### src/rtl/fb_writer_pkg.sv
// Constants and helpers shared by the frame-buffer writer and the panel scanner.
package fb_writer_pkg;

  localparam int PANEL_COLS = 32;
  localparam int PANEL_ROWS = 32;
  localparam int ADDR_W     = 10;
  localparam int PIX_W      = 24;
  localparam int CH_W       = 8;
  localparam int RED_LSB    = 0;
  localparam int GREEN_LSB  = 8;
  localparam int BLUE_LSB   = 16;

  typedef enum logic [1:0] {
    WAIT_SWAP,
    IDLE,
    WRITE,
    SWAP
  } fb_state_t;

  // Each half-panel RAM is addressed as {buffer, row within half, column}.
  function automatic logic [ADDR_W-1:0] pack_addr(input logic       buf_sel,
                                                  input logic [3:0] row,
                                                  input logic [4:0] col);
    return {buf_sel, row, col};
  endfunction

endpackage

### src/rtl/fb_writer_if.sv
// Raster-order pixel stream with valid/ready handshake and start-of-frame marker.
interface fb_writer_if;
  import fb_writer_pkg::*;

  logic             s_valid;
  logic             s_ready;
  logic             s_sof;
  logic [PIX_W-1:0] s_data;

  modport master (output s_valid, output s_sof, output s_data, input s_ready);
  modport slave  (input s_valid, input s_sof, input s_data, output s_ready);

endinterface

### src/rtl/fb_writer_scale.sv
// Combinational channel scaler: (ch*brightness + ch) >> 8, so 255 is identity and 0 blanks.
module fb_scale (
  input  logic [7:0] ch,
  input  logic [7:0] brightness,
  output logic [7:0] scaled
);

  logic [15:0] prod;
  logic [15:0] sum;

  assign prod   = 16'(ch) * 16'(brightness);
  assign sum    = prod + 16'(ch);
  assign scaled = 8'(sum >> 8);

endmodule

### src/rtl/fb_writer.sv
// Write side of the double-buffered 32x32 frame memory; stalls at frame end until the
// scanner has switched to the freshly written buffer.
module fb_writer
  import fb_writer_pkg::*;
#(
  parameter int COL_W     = 5,
  parameter int ROW_W     = 5,
  parameter int FRAME_PIX = 1024
) (
  input  logic              clk,
  input  logic              rst,
  fb_writer_if.slave        s,
  input  logic [CH_W-1:0]   brightness,
  output logic [ADDR_W-1:0] wr_addr,
  output logic [PIX_W-1:0]  wr_data,
  output logic              wr_en_hi,
  output logic              wr_en_lo,
  output logic              selected_buffer,
  input  logic              actual_buffer,
  output logic              frame_done,
  output logic              sync_err
);

  localparam int CNT_W = COL_W + ROW_W;
  localparam logic [CNT_W-1:0] LAST_PIX = CNT_W'(FRAME_PIX - 1);

  fb_state_t        state;
  logic [CNT_W-1:0] cnt;
  logic             ready_q;
  logic             accept;
  logic             do_write;
  logic [CNT_W-1:0] pix_idx;
  logic [PIX_W-1:0] scaled;

  assign s.s_ready = ready_q;

  fb_scale u_scale_red (
    .ch         (s.s_data[RED_LSB +: CH_W]),
    .brightness (brightness),
    .scaled     (scaled[RED_LSB +: CH_W])
  );

  fb_scale u_scale_green (
    .ch         (s.s_data[GREEN_LSB +: CH_W]),
    .brightness (brightness),
    .scaled     (scaled[GREEN_LSB +: CH_W])
  );

  fb_scale u_scale_blue (
    .ch         (s.s_data[BLUE_LSB +: CH_W]),
    .brightness (brightness),
    .scaled     (scaled[BLUE_LSB +: CH_W])
  );

  // A start-of-frame pixel always lands at position 0, whether starting or resyncing.
  always_comb begin
    accept   = s.s_valid && ready_q;
    pix_idx  = s.s_sof ? '0 : cnt;
    do_write = accept && ((state == WRITE) || s.s_sof);
  end

  always_ff @(posedge clk) begin
    if (!rst) begin
      state           <= WAIT_SWAP;
      cnt             <= '0;
      ready_q         <= 1'b0;
      wr_addr         <= '0;
      wr_data         <= '0;
      wr_en_hi        <= 1'b0;
      wr_en_lo        <= 1'b0;
      selected_buffer <= 1'b0;
      frame_done      <= 1'b0;
      sync_err        <= 1'b0;
    end else begin
      wr_en_hi   <= 1'b0;
      wr_en_lo   <= 1'b0;
      frame_done <= 1'b0;
      sync_err   <= 1'b0;

      // Always target the buffer the scanner is not showing.
      if (do_write) begin
        wr_addr  <= pack_addr(~selected_buffer,
                              pix_idx[COL_W +: ROW_W-1],
                              pix_idx[COL_W-1:0]);
        wr_data  <= scaled;
        wr_en_hi <= ~pix_idx[CNT_W-1];
        wr_en_lo <= pix_idx[CNT_W-1];
      end

      case (state)
        WAIT_SWAP: begin
          if (actual_buffer == selected_buffer) begin
            state   <= IDLE;
            ready_q <= 1'b1;
          end
        end
        IDLE: begin
          if (accept) begin
            if (s.s_sof) begin
              cnt   <= CNT_W'(1);
              state <= WRITE;
            end else begin
              sync_err <= 1'b1;
            end
          end
        end
        WRITE: begin
          if (accept) begin
            if (s.s_sof) begin
              cnt      <= CNT_W'(1);
              sync_err <= 1'b1;
            end else if (cnt == LAST_PIX) begin
              cnt     <= '0;
              state   <= SWAP;
              ready_q <= 1'b0;
            end else begin
              cnt <= cnt + 1'b1;
            end
          end
        end
        SWAP: begin
          selected_buffer <= ~selected_buffer;
          frame_done      <= 1'b1;
          state           <= WAIT_SWAP;
        end
        default: begin
          state   <= WAIT_SWAP;
          ready_q <= 1'b0;
        end
      endcase
    end
  end

endmodule

### src/flat_wrapper.sv
// flat-port wrapper written by rule: the top's interface ports become plain ports
module fb_writer_flat import fb_writer_pkg::*;
#(
  parameter int COL_W     = 5,
  parameter int ROW_W     = 5,
  parameter int FRAME_PIX = 1024
)
  (clk, rst, brightness, wr_addr, wr_data, wr_en_hi, wr_en_lo, selected_buffer, actual_buffer, frame_done, sync_err, s_s_valid, s_s_sof, s_s_data, s_s_ready);
  fb_writer_if s_i ();
  input  logic clk;
  input  logic rst;
  input  logic [CH_W-1:0] brightness;
  output logic [ADDR_W-1:0] wr_addr;
  output logic [PIX_W-1:0] wr_data;
  output logic wr_en_hi;
  output logic wr_en_lo;
  output logic selected_buffer;
  input  logic actual_buffer;
  output logic frame_done;
  output logic sync_err;
  input wire logic [$bits(s_i.s_valid)-1:0] s_s_valid;
  input wire logic [$bits(s_i.s_sof)-1:0] s_s_sof;
  input wire logic [$bits(s_i.s_data)-1:0] s_s_data;
  output wire logic [$bits(s_i.s_ready)-1:0] s_s_ready;
  assign s_i.s_valid = s_s_valid;
  assign s_i.s_sof = s_s_sof;
  assign s_i.s_data = s_s_data;
  assign s_s_ready = s_i.s_ready;
  fb_writer #(.COL_W(COL_W), .ROW_W(ROW_W), .FRAME_PIX(FRAME_PIX)) u_core (.clk(clk), .rst(rst), .s(s_i), .brightness(brightness), .wr_addr(wr_addr), .wr_data(wr_data), .wr_en_hi(wr_en_hi), .wr_en_lo(wr_en_lo), .selected_buffer(selected_buffer), .actual_buffer(actual_buffer), .frame_done(frame_done), .sync_err(sync_err));
endmodule
### config.mk
export PLATFORM = sky130hd
export DESIGN_NAME = fb_writer_flat
export DESIGN_NICKNAME = d
export VERILOG_FILES = /design/src/rtl/fb_writer_pkg.sv /design/src/rtl/fb_writer_if.sv /design/src/rtl/fb_writer_scale.sv /design/src/rtl/fb_writer.sv /design/src/flat_wrapper.sv
export SDC_FILE = /design/constraint.sdc
export NUM_CORES = 1
export LEC_CHECK = 0
export BUFFER_PORTS_ARGS = -buffer_cell sky130_fd_sc_hd__buf_4
export CAP_MARGIN = 10
export CORE_UTILIZATION = 52
export CTS_BUF_LIST = sky130_fd_sc_hd__clkbuf_4 sky130_fd_sc_hd__clkbuf_8
export DETAILED_ROUTE_END_ITERATION = 6
export PLACE_DENSITY = 0.71
export SLEW_MARGIN = 20
export SYNTH_ARGS = -nofsm -noshare
export SYNTH_HDL_FRONTEND = slang
export SYNTH_SLANG_ARGS = --single-unit
### constraint.sdc
create_clock -name clk -period 10.4 [get_ports clk]
set_input_delay 2.08 -clock clk [delete_from_list [all_inputs] [get_ports clk]]
set_output_delay 2.08 -clock clk [all_outputs]
set_load 0.05 [all_outputs]
==> metrics.md, run 1 <==
| Metric | Value |
|---|---|
| Max Cap Viol | `0` |
| Placement Cell Area | `a little over 9000 um2` |
| Final Hold Viols | `0` |
| Crit Path Category | `in -> reg` |
| # DRC | `0` |
| Status | `complete, no violations` |
| First-pass GRT wire length | `32.2 mm` |
| Minimum clock period | `between 5000 and 6000 ps` |
| Relative max-transition margin | `around 36%` |
| Design area | `about 9400 um2` |
| Slew @ Worst Pin | `around 960 ps` |
| Vias in the first global route | `between 6000 and 7000` |
| Commonest non-fill, non-tap cell in the layout | `inv_1` |
| WL final | `approximately 19 mm` |
| Port bufs | `76` |
| Filler Cell Count | `between 1000 and 1500` |
| Clock Skew | `roughly 4 ps` |
| R2R setup slack | `slightly above 7000 ps` |
| Unrepaired setup endpoints after global routing | `no` |
| CTS resizes | `0` |
| Required @ worst endpoint | `10620 ps` |
| Initial Utilization | `between 50 and 60%` |
| Worst-path clk slew | `approximately 110 ps` |
| Reg2reg end | `u_core.wr_data[15]` |
| Setup TNS | `0 ps` |
| Die Area | `between 15000 and 20000 um2` |
| CTS Root Cell | `clkbuf_8` |
| WP data arrival | `6190 ps` |
| Worst slack, placed | `about 4100 ps` |
| Worst Hold Depth | `2` |
| Initial DRC count | `around 370` |
| Initial antenna violation count | `0` |
| Ys async rst share | `0%` |
| Tcrit/Tclk final | `a little under three fifths` |
| Cell Count, Final, Fillers Out | `~1300` |
| LEAKAGE | `4.76 nW` |
| Yosys warns | `0` |
| Antenna diodes | `0` |
| Htree depth | `2` |
| Post CTS Setup Buffer Count | `0` |
| Power consumption | `1.62 mW` |
| Most frequent cells in the layout | `183 x inv_1, 129 x fa_1, 121 x nand2_1` |
| Critical Path Start Type | `input port` |
| Slew Limit Fails | `0` |
| CTS tree | `built` |
| Hold EP | `u_core.wr_addr[6]` |
| Placed cell count | `roughly 1300` |
| Main area contributors after synthesis | `fa_1 30%, ha_1 15%, dfxtp_1 12%` |
| Clock tree buffer depth | `2` |
| Main synth FF type | `dfxtp_1` |
| Worst flop-to-flop path startpoint | `u_core.state[0]` |
| Gr usage total | `23.6%` |
| Post-synth net total | `approximately 1300` |
| Global placement routability congestion | `about 0.85` |
| Worst Reg2Reg Path Length in Cells | `8` |
| Die height | `around 130 um` |
| Largest net degree at the start of global routing | `29` |
| F_max | `about 170 MHz` |
| Vias per inst | `5.38` |
| Area leader, netlist | `fa_1` |
| Min-delay worst type | `reg -> reg` |
| Clk_lat worst skew | `around 320 ps` |
| Worst Setup End Kind | `flip-flop` |
| Post-CTS Hold Buffers | `0` |
| Antenna viol nets, final | `0` |
| Final nets | `around 1300` |
| Peak supply drop | `0.115 mV` |
| WL/cell | `14.6 um` |
| Area growth, synth to finish | `9.27%` |
| Layout cell share with drive strength beyond 1 | `about 8.5%` |
| Mapped Cells | `1016` |
| Mapped Area | `between 8000 and 9000 um2` |
| HP Start | `u_core.wr_addr[6]` |
| Horiz. Die Dim | `~130 um` |
| Post-synth cell types | `57` |
| Grt ovf | `0` |
| Post-route setup slack | `4430 ps` |
| Pwr per Cell Area | `172 nW/um2` |
| Number of synthesized register bits | `52` |
| Crit Path Max Fanout | `24` |
| Final HPWL DP | `around 15 mm` |
| Rows | `between 40 and 50` |
| Ports | `just under 80` |
| Sequential share of the synthesized area | `12.1%` |
| Vias | `~6900` |
| Area share of the largest cell type after synthesis | `29.9%` |
| Final setup fails | `0` |
| Post-synth EDFFs | `0` |
| CORE AREA | `16100 um2` |
| CTS buffer count | `5` |
| Pre-antenna DRT Iters | `5` |
| Mean Syn Cell Area | `about 8.5 um2` |
| Clock Sinks | `between 50 and 60` |
[cell usage after synthesis, types with 5 or more instances]
cell / n
nand4_1: 12
nor2_1: 34
fa_1: 129
nor3_1: 12
nand3_1: 29
xnor2_1: 5
o21ai_0: 22
xor2_1: 15
ha_1: 103
nand2_1: 121
dfxtp_1: 52
o31ai_1: 5
and3_1: 5
clkbuf_1: 38
a21o_1: 5
a21oi_1: 42
and2_1: 117
nand4b_1: 5
a211oi_1: 7
inv_1: 183
a31oi_1: 5
[where the power goes]
group | leakage, nW | internal (mW) | switching (mW)
Sequential | 0.421 | 0.225 | 0.0181
Combinational | 4.29 | 0.482 | 0.767
Clock | 0.0511 | 0.0510 | 0.0796
[cells by family after synthesis]
group                      after synthesis  share of synthesized area, %
and+or+nand+nor                        357                          21.3
adders and majority gates              232                          44.9
DFF                                     52                          12.1
xor gates and xnor gates                20                          2.03
buffers and inverters                  224                          9.78
muxes                                    5                         0.595
AOI/OAI and AO/OA                      126                          9.33
[through the flow]
| stage | util (%) | hold WS, ps |
|---|---|---|
| 2_1_floorplan | - | 453 |
| 4_1_cts | 58.6 | 466 |
| 3_3_place_gp | 58.0 | 440 |
| 3_5_place_dp | 58.0 | 445 |
| 5_1_grt | 58.7 | 482 |
| 6_report | 58.7 | 461 |
[registers in the layout, indices dropped and copies added (netlist names)]
name	flops
u_core.selected_buffer	1
u_core.frame_done	1
u_core.s.s_ready	1
u_core.wr_en_hi	1
u_core.wr_data	24
u_core.cnt	10
u_core.sync_err	1
u_core.state	2
u_core.wr_en_lo	1
u_core.wr_addr	10
[how the worst max path moves through the flow]
stage	from	endpoint	slack (ps)
after floorplan	brightness[0]	u_core.wr_data[23]	4400
after global placement	brightness[0]	u_core.wr_data[23]	4200
after detailed placement	brightness[0]	u_core.wr_data[23]	4080
after CTS	brightness[0]	u_core.wr_data[23]	4440
after global routing	brightness[0]	u_core.wr_data[19]	4170
final	brightness[0]	u_core.wr_data[2]	4430
[routing by layer]
| metal | track usage, % | routed length [um] | vias to the layer above |
|---|---|---|---|
| met3 | 2.52 | 973 | 13 |
| met2 | 39.2 | 8570 | 170 |
| met5 | 0 | 0 | - |
| met1 | 33.6 | 8910 | 3361 |
| li1 | - | - | 3320 |
| met4 | 4.33 | 191 | 0 |
[area by class of cell]
cell class / instances / area [um2] / area share (%)
Clock inverter: 3 / 28.8 / 0.305
Clock buffer: 5 / 68.8 / 0.730
Tap cell: 216 / 270 / 2.87
Multi-Input combinational cell: 740 / 6740 / 71.6
Inverter: 183 / 687 / 7.29
Sequential cell: 52 / 1040 / 11.0
Timing Repair Buffer: 77 / 586 / 6.21
[critical path, cell delays in order]
cell and delay [ps]:
buf_4 270, nand2_1 120, fa_1 530, inv_1 60, fa_1 490, inv_1 50
fa_1 480, fa_1 480, inv_1 40, ha_1 280, nand4_1 120, o22ai_1 440
nand2b_1 150, and4_1 230, a2111o_1 370
No activity file was read; power rests on OpenSTA's default activity.
==> run 2: changes to the inputs <==
Settings changed: PLACE_DENSITY 0.71 to 0.74.
Clock period 10.4 ns to 5.1 ns, I/O delays scaled along.
==> metrics.md, run 2 (synthesized netlist as in run 1, its figures left out) <==
| Metric | Value |
|---|---|
| CTS resizes | `0` |
| Global placement routability congestion | `approximately 0.86` |
| Net switching power | `1.79 mW` |
| Peak supply drop | `roughly 0.25 mV` |
| Final HPWL DP | `approximately 15 mm` |
| Rows | `46` |
| Final nets | `around 1300` |
| Slowest-stage cell, CP | `fa_1` |
| Final Hold Viols | `0` |
| Post CTS Setup Buffer Count | `0` |
| First-pass GRT wire length | `33.4 mm` |
| Die Area | `about 17000 um2` |
| Initial antenna violation count | `0` |
| WL/cell | `14.9 um` |
| Tcrit/Tclk final | `between 90% and 100%` |
| Most frequent cells in the layout | `183 x inv_1, 129 x fa_1, 121 x nand2_1` |
| # DRC | `0` |
| WP data arrival | `just over 5000 ps` |
| Worst Setup End Kind | `flip-flop` |
| Clock tree buffer depth | `2` |
| Status | `complete, no violations` |
| Antenna diodes | `0` |
| Gr usage total | `between 20% and 30%` |
| Placed cell count | `around 1300` |
| Bufs and invs on worst path | `3` |
| Filler Cell Count | `1455` |
| Initial DRC count | `~290` |
| Clk_lat worst skew | `roughly 310 ps` |
| Metal2 WL | `8.93 mm` |
| Largest net degree at the start of global routing | `26` |
| Commonest non-fill, non-tap cell in the layout | `inv_1` |
| Antenna viol nets, final | `0` |
| Vias per inst | `between 5 and 6` |
| Max Cap Viol | `0` |
| Relative max-transition margin | `between 20% and 30%` |
| CORE AREA | `~16000 um2` |
| Top layer in use | `met4` |
| Unrepaired setup endpoints after global routing | `no` |
| Slew Limit Fails | `0` |
| Initial Utilization | `53.7%` |
| Port bufs | `76` |
| Vias in the first global route | `between 7000 and 8000` |
| Biggest regs | `u_core.wr_data x24, u_core.cnt x10, u_core.wr_addr x10` |
| Design area | `9570 um2` |
| Ports | `between 70 and 80` |
| CTS buffer count | `5` |
| Pre-antenna DRT Iters | `4` |
| Worst-path clk slew | `100 ps` |
| Placement Cell Area | `roughly 9500 um2` |
| Sequential Power Share | `14.4%` |
| Clock network fraction of total power | `7.3%` |
| Metal3 WL | `890 um` |
| Min-delay worst type | `reg -> reg` |
| Comb power frac | `approximately four fifths` |
| Required @ worst endpoint | `5320 ps` |
| Vias | `approximately 7000` |
| Grt ovf | `0` |
| CTS tree | `built` |
| Post-CTS Hold Buffers | `0` |
| Max reg flops | `24` |
| LEAKAGE | `4.85 nW` |
| Biggest register | `u_core.wr_data` |
| Minimum clock period | `roughly 4800 ps` |
| Horiz. Die Dim | `approximately 130 um` |
| Layout cell share with drive strength beyond 1 | `about a tenth` |
| F_max | `around 210 MHz` |
| WL final | `~19 mm` |
| Slew @ Worst Pin | `1070 ps` |
| Internal | `1.66 mW` |
| Crit Path Max Fanout | `24` |
| CP top delay family | `adder cells` |
| Switching share of power | `between 50% and 60%` |
| CTS Root Cell | `clkbuf_8` |
| Clock Skew | `slightly below 4 ps` |
| Power consumption | `roughly 3.5 mW` |
| Pwr per Cell Area | `~360 nW/um2` |
| Clock Sinks | `52` |
| Cell mode on critical path | `fa_1` |
| Crit Path Category | `in -> reg` |
| Final setup fails | `0` |
| Htree depth | `2` |
| Critical Path Start Type | `input port` |
| Area growth, synth to finish | `10.9%` |
| M1 WL | `between 9 and 10 mm` |
| CP max stage delay | `540 ps` |
| Die height | `approximately 130 um` |
| Worst-path cell chain | `buf_4 -> and2_1 -> fa_1 -> inv_1 -> fa_1 -> fa_1 -> fa_1 -> inv_1 -> ha_1 -> o21ai_1 -> o21ai_0 -> a21oi_1 -> or4_1 -> o311ai_1` |
| Cell Count, Final, Fillers Out | `1297` |
| Final hold slack | `roughly 460 ps` |
## run 2: cell types whose count changed in the layout (fill, tap and decap cells not counted)
cell        change
clkinvlp_4      +1
inv_8           -1
clkbuf_4        +1
clkinv_4        +1
buf_4          +22
nor2_1          +1
buf_8           -1
nor2_2          -1
inv_6           -2
## run 2: power groups by stage
stage	logic (mW)	clock network (mW)	registers, mW
6_report	2.70	0.252	0.497
5_1_grt	3.08	0.272	0.504
4_1_cts	2.70	0.259	0.497
3_5_place_dp	2.67	0	0.504
3_3_place_gp	2.61	0	0.503
2_1_floorplan	1.78	0	0.648
## run 2: area by class of cell
type	instances	area (um2)	area share, %
clock buffer	6	76.3	0.798
clock inverter	2	16.3	0.170
inverter	183	687	7.18
multi-input combinational	740	6740	70.5
sequential	52	1040	10.9
tap	216	270	2.82
timing repair buffer	98	736	7.69
## run 2: worst min-delay path: cells and delay by family, from the launching register on
family	cells	cell delay [ps]
flops	1	330
simple gates	1	50
compound gates	1	50
## run 2: routing by layer
metal | track usage, % | vias up
met5 | 0 | -
met4 | 4.46 | 0
met3 | 2.85 | 14
met2 | 40.7 | 153
met1 | 34.8 | 3449
li1 | - | 3369
## run 2: path summary, 6_finish.rpt
check,from,endpoint,slack [ps],cells after the start
max,brightness[2],u_core.wr_data[23],260,14
min,u_core.wr_addr[4],u_core.wr_addr[4],460,2
max reg2reg,u_core.state[0],u_core.wr_data[13],2040,9
min reg2reg,u_core.wr_addr[4],u_core.wr_addr[4],460,2
## run 2: per-stage QoR
stage | util (%) | setup TNS, ps | setup WS (ps)
2_1_floorplan | - | 0 | 158
3_3_place_gp | 59.0 | 0 | 24.4
3_5_place_dp | 59.0 | -220 | -91.3
4_1_cts | 59.6 | 0 | 257
5_1_grt | 59.6 | 0 | 10.8
6_report | 59.6 | 0 | 262
